===== src/rtl/crc_tx_serializer.sv =====
// Serialises parallel payload words MSB first into a serial CRC engine and onto a line,
// then appends the engine's CRC result MSB first. All outputs are registered.
module crc_tx_serializer #(
    parameter int DATA_W = 8,
    parameter int CRC_W  = 16
) (
    input  logic              clk,
    input  logic              rst_n,
    input  logic [DATA_W-1:0] in_data,
    input  logic              in_valid,
    input  logic              in_last,
    output logic              in_ready,
    input  logic [CRC_W-1:0]  crc_seq,
    output logic              crc_data_in,
    output logic              crc_ctrl_en,
    output logic              tx_bit,
    output logic              tx_valid,
    output logic              tx_sof,
    output logic              tx_eof,
    output logic              underrun
);

    localparam int MAX_W = (DATA_W > CRC_W) ? DATA_W : CRC_W;
    localparam int CNT_W = (MAX_W > 1) ? $clog2(MAX_W) : 1;
    localparam logic [CNT_W-1:0] DATA_LAST_CNT = CNT_W'(DATA_W - 1);
    localparam logic [CNT_W-1:0] CRC_LAST_CNT  = CNT_W'(CRC_W - 1);

    typedef enum logic [1:0] {
        IDLE = 2'd0,
        DATA = 2'd1,
        CAP  = 2'd2,
        CRC  = 2'd3
    } state_t;

    state_t              state_r;
    logic [DATA_W-1:0]   shift_r;
    logic [CRC_W-1:0]    crc_sh_r;
    logic [CNT_W-1:0]    cnt_r;
    logic                last_r;
    logic                in_ready_r;
    logic                crc_data_in_r;
    logic                crc_ctrl_en_r;
    logic                tx_bit_r;
    logic                tx_valid_r;
    logic                tx_sof_r;
    logic                tx_eof_r;
    logic                underrun_r;

    logic [DATA_W-1:0]   shift_nxt_s;
    logic [CRC_W-1:0]    crc_nxt_s;

    assign shift_nxt_s = shift_r << 1;
    assign crc_nxt_s   = crc_sh_r << 1;

    // Output registers hold the values for the cycle that follows each edge,
    // so they are computed from the state being entered.
    // Frame sequencing FSM with its registered outputs
    always_ff @(posedge clk) begin
        if (!rst_n) begin
            state_r       <= IDLE;
            shift_r       <= '0;
            crc_sh_r      <= '0;
            cnt_r         <= '0;
            last_r        <= 1'b0;
            in_ready_r    <= 1'b1;
            crc_data_in_r <= 1'b0;
            crc_ctrl_en_r <= 1'b0;
            tx_bit_r      <= 1'b0;
            tx_valid_r    <= 1'b0;
            tx_sof_r      <= 1'b0;
            tx_eof_r      <= 1'b0;
            underrun_r    <= 1'b0;
        end else begin
            in_ready_r    <= 1'b0;
            crc_data_in_r <= 1'b0;
            crc_ctrl_en_r <= 1'b0;
            tx_bit_r      <= 1'b0;
            tx_valid_r    <= 1'b0;
            tx_sof_r      <= 1'b0;
            tx_eof_r      <= 1'b0;
            underrun_r    <= 1'b0;
            case (state_r)
                IDLE: begin
                    if (in_valid && in_ready_r) begin
                        state_r       <= DATA;
                        shift_r       <= in_data;
                        last_r        <= in_last;
                        cnt_r         <= DATA_LAST_CNT;
                        tx_bit_r      <= in_data[DATA_W-1];
                        crc_data_in_r <= in_data[DATA_W-1];
                        tx_valid_r    <= 1'b1;
                        crc_ctrl_en_r <= 1'b1;
                        tx_sof_r      <= 1'b1;
                        in_ready_r    <= (DATA_W == 1) && !in_last;
                    end else begin
                        in_ready_r <= 1'b1;
                    end
                end
                DATA: begin
                    if (cnt_r != '0) begin
                        shift_r       <= shift_nxt_s;
                        cnt_r         <= cnt_r - CNT_W'(1);
                        tx_bit_r      <= shift_nxt_s[DATA_W-1];
                        crc_data_in_r <= shift_nxt_s[DATA_W-1];
                        tx_valid_r    <= 1'b1;
                        crc_ctrl_en_r <= 1'b1;
                        in_ready_r    <= (cnt_r == CNT_W'(1)) && !last_r;
                    end else if (last_r) begin
                        state_r <= CAP;
                    end else if (in_valid) begin
                        // Next word arrived on the final bit: continue without a bubble
                        shift_r       <= in_data;
                        last_r        <= in_last;
                        cnt_r         <= DATA_LAST_CNT;
                        tx_bit_r      <= in_data[DATA_W-1];
                        crc_data_in_r <= in_data[DATA_W-1];
                        tx_valid_r    <= 1'b1;
                        crc_ctrl_en_r <= 1'b1;
                        in_ready_r    <= (DATA_W == 1) && !in_last;
                    end else begin
                        state_r    <= IDLE;
                        underrun_r <= 1'b1;
                        in_ready_r <= 1'b1;
                    end
                end
                CAP: begin
                    state_r    <= CRC;
                    crc_sh_r   <= crc_seq;
                    cnt_r      <= CRC_LAST_CNT;
                    tx_bit_r   <= crc_seq[CRC_W-1];
                    tx_valid_r <= 1'b1;
                    tx_eof_r   <= (CRC_W == 1);
                end
                CRC: begin
                    if (cnt_r != '0) begin
                        crc_sh_r   <= crc_nxt_s;
                        cnt_r      <= cnt_r - CNT_W'(1);
                        tx_bit_r   <= crc_nxt_s[CRC_W-1];
                        tx_valid_r <= 1'b1;
                        tx_eof_r   <= (cnt_r == CNT_W'(1));
                    end else begin
                        state_r    <= IDLE;
                        in_ready_r <= 1'b1;
                    end
                end
                default: begin
                    state_r    <= IDLE;
                    in_ready_r <= 1'b1;
                end
            endcase
        end
    end

    assign in_ready    = in_ready_r;
    assign crc_data_in = crc_data_in_r;
    assign crc_ctrl_en = crc_ctrl_en_r;
    assign tx_bit      = tx_bit_r;
    assign tx_valid    = tx_valid_r;
    assign tx_sof      = tx_sof_r;
    assign tx_eof      = tx_eof_r;
    assign underrun    = underrun_r;

endmodule


===== config.mk =====
export PLATFORM = sky130hd
export DESIGN_NAME = crc_tx_serializer
export DESIGN_NICKNAME = d
export VERILOG_FILES = /design/src/rtl/crc_tx_serializer.sv
export SDC_FILE = /design/constraint.sdc
export NUM_CORES = 1
export LEC_CHECK = 0
export CAP_MARGIN = 30
export CORE_MARGIN = 4
export CORE_UTILIZATION = 40
export DETAILED_ROUTE_END_ITERATION = 7
export SLEW_MARGIN = 20
export SYNTH_ARGS = -nofsm -noshare
export SYNTH_HDL_FRONTEND = slang
export SYNTH_SLANG_ARGS = --single-unit

===== constraint.sdc =====
create_clock -name clk -period 2.1 [get_ports clk]
set_clock_uncertainty 0.05 [all_clocks]
set_input_delay 0.21 -clock clk [delete_from_list [all_inputs] [get_ports clk]]
set_output_delay 0.21 -clock clk [all_outputs]
set_load 0.005 [all_outputs]

==> results by group <==
Timing
  – Worst Tran Pin Value: 0.656 ns
  – Crit share post-route: 89.2%
  – Setup TNS: 0 ns
  – Setup violators final: 0
  – Final hold vios: 0
  – Crit path time final: 1.87 ns
  – Max Slew Vio Count: 0
  – RSZ-0062 raised after global routing: false
  – Slew headroom: 56.2%
  – Final worst hold slack: 0.448 ns
  – Max Fclk: 534 MHz

Setup path
  – Setup crit end kind: flip-flop
  – Setup CP Type: flip-flop to flip-flop
  – Sum of buffers and inverters on the critical path: 1
  – Cell Chain, Critical Path: inv_1 -> ha_1 -> or3b_4 -> nor2b_1 -> a222oi_1 -> a21boi_1
  – Max FO, Critical Path: 6
  – Setup crit start kind: flip-flop
  – Worst EP arrival: 1.98 ns
  – Top delay family on crit path: simple AND/OR/NAND/NOR gates
  – Slowest CP cell: or3b_4
  – Worst path max stage delay: 0.43 ns
  – Worst Path Required: 2.21 ns

Logic synthesis
  – Yosys cell types: 35
  – Post-Syn Area: 1800 um2
  – #FFs+latches synth: 37
  – Yosys warns: 0
  – Mapped Cells: 210
  – Avg Cell Area, Syn: 8.59 um2
  – Syn_nets: 240
  – Register area share after synthesis: 41.1%

Die
  – Starting Density: 41.4%
  – I/O Pins: 36
  – Chip height: 75.1 um
  – Die X: 75.1 um
  – Die area: 5650 um2
  – Core ar.: 4350 um2
  – Row count: 24

Clocking
  – CTS tree: done
  – # H-tree levels: 2
  – TritonCTS Buffers: 5
  – CTS Sinks: 37
  – Cts hold-fix bufs: 0
  – Clock tree buffer depth: 2
  – Worst-skew pair later-pin latency: 0.28 ns
  – Post-CTS Setup Bufs: 0
  – CTS resizes: 0
  – Root Buffer: clkbuf_8
  – CTS clk-pin slew, worst paths: 0.07 ns

Drt
  – 1st-iter DRT viols: 90
  – DR DRC count: 0
  – Vias: 1,574
  – Via-per-instance ratio: 5.32
  – Overall routed net length: 4040 um
  – Mean routed wirelength per cell: 13.6 um
  – ANT nets after route: 0
  – DR pass1 iterations: 4

Placement
  – Post-DP Area: 2230 um2
  – I/O Buffers: 35
  – HPWL after detailed placement: 2830 um
  – Placer Congestion: 0.812

Final layout
  – Antenna diodes: 0
  – Synthesis-to-finish area growth: 28.4%
  – Commonest non-fill, non-tap cells in the layout: dfxtp_1 (37), clkdlybuf4s50_1 (35), nand3_1 (28)
  – Final instance area: 2310 um2
  – Layout cells sized above 1: 9.02%
  – Final Net Count: 274
  – Most common cell after layout, fill and taps aside: dfxtp_1
  – Area of the multi-input gates: 966 um2
  – Seq. cell area: 741 um2
  – FILL cells: 411

Global routing
  – Global-route wire length before repair: 6790 um
  – Total track usage: 15.6%
  – Largest net degree at the start of global routing: 30
  – Antenna violations before repair: 0
  – Vias in the first global route: 1,543
  – GRT overflow: 0

Run
  – Max-cap viol count: 0

Pwr
  – Leakage: 1.11 nW
  – PwrDens: 712 nW/um2
  – Clock power share: 30.2%
  – Power Internal: 1.21 mW
  – Worst VDD drop: 0.351 mV
  – Seq pwr share: 48.3%
  – Sw frac: 26.8%
  – P_sw: 0.442 mW
  – Combinational share of power: 21.5%

Outcome
  – Status: finished, final reports clean

Worst hold path
  – Min-Delay Path Class: flip-flop to flip-flop
[stage by stage]
step	util [%]	worst slack, ns	power (mW)	cells
2_1_floorplan	-	0.296	1.03	210
3_3_place_gp	51.2	0.296	1.16	289
3_5_place_dp	51.2	0.234	1.17	289
4_1_cts	53.2	0.236	1.67	296
5_1_grt	53.2	0.0604	1.75	296
6_report	53.2	0.228	1.65	296
[layout make-up]
cell class	instances	share of cell area, %
Tap cell	52	2.81
Multi-Input combinational cell	150	41.7
Timing Repair Buffer	45	18.9
Sequential cell	37	32.0
Inverter	5	0.811
Clock buffer	7	3.73
[path summary, 6_finish.rpt]
path / cells after the start / slack (ns) / endpoint / start
worst max-delay path: 6 / 0.23 / tx_bit / cnt_r[0]
worst max register to register: 6 / 0.23 / tx_bit / cnt_r[0]
worst min-delay path: 1 / 0.45 / crc_sh_r[8] / crc_sh_r[8]
worst min register to register: 1 / 0.45 / crc_sh_r[8] / crc_sh_r[8]
[registers in the layout, indices dropped and copies added (netlist names), named ones only]
signal,count
tx_sof,1
crc_data_in,1
tx_bit,1
cnt_r,4
crc_sh_r,15
shift_r,7
in_ready,1
tx_eof,1
crc_ctrl_en,1
last_r,1
state_r,1
underrun,1
tx_valid,1
[kinds of logic after synthesis]
family,Yosys count,share of synthesized area (%)
flip-flops,37,41.1
XOR/XNOR,1,0.486
AO/OA/AOI/OAI,53,22.9
buffers and inverters,23,5.48
AND/OR/NAND/NOR,87,24.8
adder cells (fa/ha/maj),2,1.39
multiplexers,7,3.89
[cell usage after synthesis]
| master | number | area share [%] |
|---|---|---|
| nor2b_1 | 6 | 2.1 |
| o22a_1 | 1 | 0.49 |
| and4bb_2 | 1 | 0.69 |
| and3b_1 | 1 | 0.49 |
| o22ai_1 | 1 | 0.35 |
| o21a_1 | 3 | 1.2 |
| o21bai_1 | 6 | 2.5 |
| nand2_1 | 23 | 4.8 |
| a21boi_0 | 2 | 0.83 |
| nor2_1 | 9 | 1.9 |
| and2_1 | 3 | 1.0 |
| nand2b_1 | 5 | 1.7 |
| o211ai_1 | 1 | 0.42 |
| mux2i_1 | 7 | 3.9 |
| o211a_1 | 16 | 8.9 |
| a211oi_2 | 1 | 0.69 |
| nand3_1 | 28 | 7.8 |
| o221a_2 | 2 | 1.2 |
| nor4_1 | 1 | 0.35 |
| and3_1 | 2 | 0.69 |
| xnor2_1 | 1 | 0.49 |
| a21o_1 | 2 | 0.83 |
| ha_1 | 2 | 1.4 |
| o21ai_0 | 8 | 2.2 |
| a21oi_1 | 8 | 2.2 |
| or3b_4 | 1 | 0.62 |
| buf_4 | 1 | 0.42 |
| nor3b_1 | 5 | 2.1 |
| dfxtp_1 | 37 | 41 |
| buf_2 | 7 | 1.9 |
| nor3_1 | 2 | 0.56 |
| clkbuf_1 | 10 | 2.1 |
| a222oi_1 | 1 | 0.56 |
| a21boi_1 | 1 | 0.42 |
| inv_1 | 5 | 1.0 |
[power groups by stage]
stage                     combinational (mW)  clock, mW  sequential (mW)
after global placement                 0.348          0            0.811
after floorplan                        0.230          0            0.798
after detailed placement               0.353          0            0.812
final                                  0.354      0.498            0.796
after global routing                   0.391      0.552            0.804
after CTS                              0.356      0.520            0.796
[layer usage]
layer	GRT usage [%]	wire, um	up-vias
met5	0	0	-
met4	6.60	61	0
met3	4.67	184	4
met2	25.8	1930	29
met1	18.8	1870	733
li1	-	-	808
(Power assumes the default switching activity.)
